[src/rtl/bm_slave_port.sv]
// AHB-Lite responder port of the bus matrix: decodes haddr[31:28] to a target and holds each transfer
// until that target grants and completes it. Define BM_DECODE_ERR_EN to answer unmapped addresses with ERROR.
module bm_slave_port #(
    parameter int NUM_TARGETS = 4,
    parameter int DATA_WIDTH  = 32
) (
    input  logic                              hclk,
    input  logic                              hreset,
    input  logic                              hsel,
    input  logic [31:0]                       haddr,
    input  logic [1:0]                        htrans,
    input  logic                              hwrite,
    input  logic [2:0]                        hsize,
    input  logic [2:0]                        hburst,
    input  logic [3:0]                        hprot,
    input  logic                              hready,
    input  logic [DATA_WIDTH-1:0]             hwdata,
    output logic                              hreadyout,
    output logic [1:0]                        hresp,
    output logic [DATA_WIDTH-1:0]             hrdata,
    output logic [NUM_TARGETS-1:0]            req,
    output logic [31:0]                       t_haddr,
    output logic [1:0]                        t_htrans,
    output logic                              t_hwrite,
    output logic [2:0]                        t_hsize,
    output logic [2:0]                        t_hburst,
    output logic [3:0]                        t_hprot,
    output logic                              t_hready,
    output logic [DATA_WIDTH-1:0]             t_hwdata,
    input  logic [NUM_TARGETS-1:0]            gnt,
    input  logic [NUM_TARGETS-1:0]            t_hreadyout,
    input  logic [2*NUM_TARGETS-1:0]          t_hresp,
    input  logic [NUM_TARGETS*DATA_WIDTH-1:0] t_hrdata
);
    localparam int TW = (NUM_TARGETS > 1) ? $clog2(NUM_TARGETS) : 1;

    typedef enum logic [2:0] {
        ST_IDLE,
        ST_PEND,
        ST_DATA,
        ST_ERR1,
        ST_ERR2
    } state_t;

    state_t                  r_state;
    state_t                  w_next_state;
    logic                    w_capture;

    logic [31:0]             r_haddr;
    logic [1:0]              r_htrans;
    logic                    r_hwrite;
    logic [2:0]              r_hsize;
    logic [2:0]              r_hburst;
    logic [3:0]              r_hprot;
    logic [TW-1:0]           r_tgt;

    logic                    w_accept;
    logic                    w_mapped;
    logic [31:0]             w_tgt_ofs;
    logic                    w_sel_ready;
    logic [1:0]              w_sel_resp;
    logic [DATA_WIDTH-1:0]   w_sel_rdata;
    logic [NUM_TARGETS-1:0]  w_req_onehot;

    assign w_accept    = hsel && hready && htrans[1];
    assign w_mapped    = ({28'd0, haddr[31:28]} < 32'(NUM_TARGETS));
    assign w_tgt_ofs   = 32'(r_tgt);
    assign w_sel_ready = t_hreadyout[r_tgt];
    assign w_sel_resp  = t_hresp[2*w_tgt_ofs +: 2];
    assign w_sel_rdata = t_hrdata[DATA_WIDTH*w_tgt_ofs +: DATA_WIDTH];

    always_comb begin
        w_req_onehot        = '0;
        w_req_onehot[r_tgt] = 1'b1;
    end

    // NOTE: sequential state uses non-blocking assignments so every register samples pre-edge values.
    always_ff @(posedge hclk) begin
        if (hreset) begin
            r_state <= ST_IDLE;
        end else begin
            r_state <= w_next_state;
        end
    end

    // Only an address phase the port can actually take this cycle is captured.
    always_comb begin
        w_next_state = r_state;
        w_capture    = 1'b0;
        unique case (r_state)
            ST_IDLE: w_capture = w_accept;
            ST_PEND: begin
                if (gnt[r_tgt] && w_sel_ready) begin
                    w_next_state = ST_DATA;
                end
            end
            ST_DATA: begin
                if (w_sel_ready) begin
                    w_capture    = w_accept;
                    w_next_state = ST_IDLE;
                end
            end
`ifdef BM_DECODE_ERR_EN
            ST_ERR1: w_next_state = ST_ERR2;
            ST_ERR2: begin
                w_capture    = w_accept;
                w_next_state = ST_IDLE;
            end
`endif
            default: w_next_state = ST_IDLE;
        endcase
        if (w_capture) begin
`ifdef BM_DECODE_ERR_EN
            w_next_state = w_mapped ? ST_PEND : ST_ERR1;
`else
            w_next_state = w_mapped ? ST_PEND : ST_IDLE;
`endif
        end
    end

    always_ff @(posedge hclk) begin
        if (hreset) begin
            r_haddr  <= '0;
            r_htrans <= '0;
            r_hwrite <= 1'b0;
            r_hsize  <= '0;
            r_hburst <= '0;
            r_hprot  <= '0;
            r_tgt    <= '0;
        end else if (w_capture) begin
            r_haddr  <= haddr;
            r_htrans <= htrans;
            r_hwrite <= hwrite;
            r_hsize  <= hsize;
            r_hburst <= hburst;
            r_hprot  <= hprot;
            r_tgt    <= haddr[28 +: TW];
        end
    end

    // NOTE: every output gets a default before the case so no latch is inferred.
    always_comb begin
        hreadyout = 1'b1;
        hresp     = 2'b00;
        hrdata    = '0;
        req       = '0;
        t_htrans  = 2'b00;
        t_hready  = 1'b1;
        unique case (r_state)
            ST_PEND: begin
                hreadyout = 1'b0;
                req       = w_req_onehot;
                t_htrans  = r_htrans;
            end
            ST_DATA: begin
                hreadyout = w_sel_ready;
                hresp     = w_sel_resp;
                hrdata    = w_sel_rdata;
                t_hready  = w_sel_ready;
            end
`ifdef BM_DECODE_ERR_EN
            ST_ERR1: begin
                hreadyout = 1'b0;
                hresp     = 2'b01;
            end
            ST_ERR2: hresp = 2'b01;
`endif
            default: ;
        endcase
    end

    assign t_haddr  = r_haddr;
    assign t_hwrite = r_hwrite;
    assign t_hsize  = r_hsize;
    assign t_hburst = r_hburst;
    assign t_hprot  = r_hprot;
    assign t_hwdata = hwdata;

endmodule
[config.mk]
export PLATFORM = sky130hd
export DESIGN_NAME = bm_slave_port
export DESIGN_NICKNAME = d
export VERILOG_FILES = /design/src/rtl/bm_slave_port.sv
export SDC_FILE = /design/constraint.sdc
export NUM_CORES = 1
export LEC_CHECK = 0
export ABC_AREA = 1
export BUFFER_PORTS_ARGS = -buffer_cell sky130_fd_sc_hd__clkbuf_2
export CAP_MARGIN = 5
export CORE_AREA = 2 2 134 136
export CTS_BUF_LIST = sky130_fd_sc_hd__clkbuf_8
export DETAILED_ROUTE_END_ITERATION = 7
export DIE_AREA = 0 0 136 138
export PLACE_DENSITY = 0.44
export SYNTH_ARGS = -nofsm -noshare
export SYNTH_HDL_FRONTEND = slang
export SYNTH_SLANG_ARGS = --single-unit
[constraint.sdc]
create_clock -name hclk -period 2.2 [get_ports hclk]
set_clock_uncertainty 0.2 [all_clocks]
set_input_delay 0.44 -clock hclk [delete_from_list [all_inputs] [get_ports hclk]]
set_output_delay 0.44 -clock hclk [all_outputs]
set_load 0.03 [all_outputs]
==> metrics.txt <==
Yosys top cell area share=0.296; max_cap viols=0; wl on met1=approximately 6300 um; antenna cells=0; post-DP HPWL=roughly 11000 um; Yosys warnings=0; Hold Fails Final Rpt=0; setup_tns=-0.0136 ns; clk sinks=47; post-place setup slack=around 0.063 ns; Port Buffers=roughly 280; WS Path Type=flop to output pin; Starting Density=0.181; ANT nets after route=0; drt first pass iters=4; Tcrit/Tclk final=1.01; Reg clk slew, reported paths=0.09 ns; Die Y=between 100 and 150 um; Remaining Overflow, GRT=0; Synth-to-Final Area Change=83.9%; worst-case vdd ir drop=around 0.55 mV; register area share after synthesis=0.296; metal2 WL=8330 um; total number of vias=approximately 4400; PwrDens=around 380 nW/um^2; relative slew slack=0.684; GR Util All Layers=0.151; Buf/Inv on CP=3; Syn Area/Cell=roughly 6.6 um^2; crit end category=output pin; CP startpoint kind=flop; setup ws final=-0.0129 ns; cts bufs inserted=5; data arrival time of the worst path=1.57 ns; CTS Hold Bufs=0; final wirelength=about 17000 um; largest cells by area after synthesis=dfxtp_1, nand3_1, nor2_1; status=finished, violations left; final net count=about 950; distinct cell type count after synthesis=23; first-pass GRT wire length=22400 um; post-synthesis cell count=480; gp weighted congestion=0.722; ordered cell list for the critical path=buf_12, buf_12, nand3_1, a41oi_2, clkbuf_8; clk buf depth=2; core area=between 15000 and 20000 um^2; I/O Pins=around 340; CTS tree=done; post-synthesis cell area=~3200 um^2; leak pwr=approximately 2.5 nW; Slowest-stage cell, CP=dfxtp_4; family with the most delay on the worst path=buffers and inverters; RSZ-0062 raised after global routing=true; most frequent cells in the layout=clkbuf_2, nand3_1, nor2_1, dfxtp_1; Worst-Skew Late Latency=roughly 0.30 ns; initial DRC count=~120; average wire per standard cell=17.4 um; Die ar.=around 19000 um^2; area leader, netlist=dfxtp_1; die width=136 um; layout cell share with drive strength beyond 1=0.532; pin count of the biggest net entering global routing=47; top routing layer in use=met5; DR WL met3=between 1500 and 2000 um; worst-path maximum fanout=8; CTS Root Cell=clkbuf_8; vias in the first global route=4125; Vias/cell=4.60; HP Class=input port to flop; Tightest Pin Transition=roughly 0.47 ns; num rows=49; #FFs+latches synth=47; post-layout minimum cycle time=between 2 and 2.5 ns; failing checks=setup timing; Max Slew Vio Count=0; Residual DRC=0; required time of the critical path=between 1.5 and 2 ns; Syn Nets=just over 700; fmax=around 450 MHz; Worst path most repeated cell=buf_12; max incr delay on CP=approximately 0.44 ns; H-tree lvl count=2; most common cell after layout, fill and taps aside=clkbuf_2; final setup fails=2; initial antenna violation count=1
## per-layer routing
layer  global-route usage  vias to the layer above
met5                    0                        -
met4               0.0263                        2
met3               0.0605                       10
met2                0.275                      218
met1                0.165                     2009
li1                     -                     2164
## cells in the mapped netlist
master and instances:
nor3b_1 1, dfxtp_1 47, o21ai_0 6, a31oi_1 1, nand2_1 21, a41oi_1 34, a21oi_2 1, nor2_1 92
clkinv_1 1, nand3_1 139, nand3_2 2, inv_2 3, clkbuf_1 26, nand2_2 2, a21oi_1 2, buf_1 9
buf_6 6, buf_4 32, nand3b_1 1, inv_1 6, buf_2 6, o21ai_1 38, nor3_1 4
## worst reg2reg max path: stages, from the launching register on
cell and delay [ns]:
dfxtp_4 0.40, inv_8 0.09, buf_6 0.12, buf_4 0.11, nand2_2 0.08, nand3_2 0.09, nand2_2 0.09, inv_4 0.39
nor2_1 0.10, nor2_1 0.11
## final cells by class
class | instances | area, um^2
Tap cell | 229 | 287
Fill cell | 1942 | 11700
Timing Repair Buffer | 319 | 2370
Clock inverter | 1 | 3.75
Sequential cell | 47 | 950
Clock buffer | 7 | 96.3
Inverter | 10 | 57.6
Multi-Input combinational cell | 344 | 2080
## state kept, by name (all words and copies together) (netlist names)
name and cells:
t_haddr 32, t_hprot 4, t_hburst 3, t_hsize 3, r_htrans 2, r_state 2
t_hwrite 1
## report_power, final
group	internal [mW]	switching, mW
clock network	0.283	0.291
logic	0.329	0.400
registers	0.892	0.0287
## cells by family after synthesis
| logic type | synth area share |
|---|---|
| and+or+nand+nor | 0.374 |
| buffers and inverters | 0.159 |
| AOI/OAI and AO/OA | 0.171 |
| DFF | 0.296 |
## worst paths after layout
check	cells after the start	from	endpoint	slack, ns
setup / recovery	5	t_haddr[29]	hrdata[9]	-0.01
hold / removal	2	hreset	r_state[0]	0.14
hold reg to reg	2	r_htrans[1]	r_htrans[1]	0.26
setup reg to reg	9	t_haddr[29]	t_haddr[28]	0.36
## per-stage QoR
step                cells   util  total power [mW]  hold slack [ns]  cell area [um^2]
finish                957  0.333              2.22            0.139              5850
floorplan             480      -              1.38            0.230              3450
global route          957  0.333              2.35            0.144              5850
global placement      928  0.280              1.57            0.248              4910
CTS                   948  0.317              2.22            0.123              5550
detailed placement    928  0.280              1.57            0.252              4910
## repair_timing
action                                  CTS  global route
endpoints found under the setup margin   36            70
hold endpoints to repair                  0             0
resized for setup                        84            36
pin swaps                                 5            16
buffers inserted                          8             1
cloned                                    4             9
Note: power is estimated with default switching activity, not from simulation.
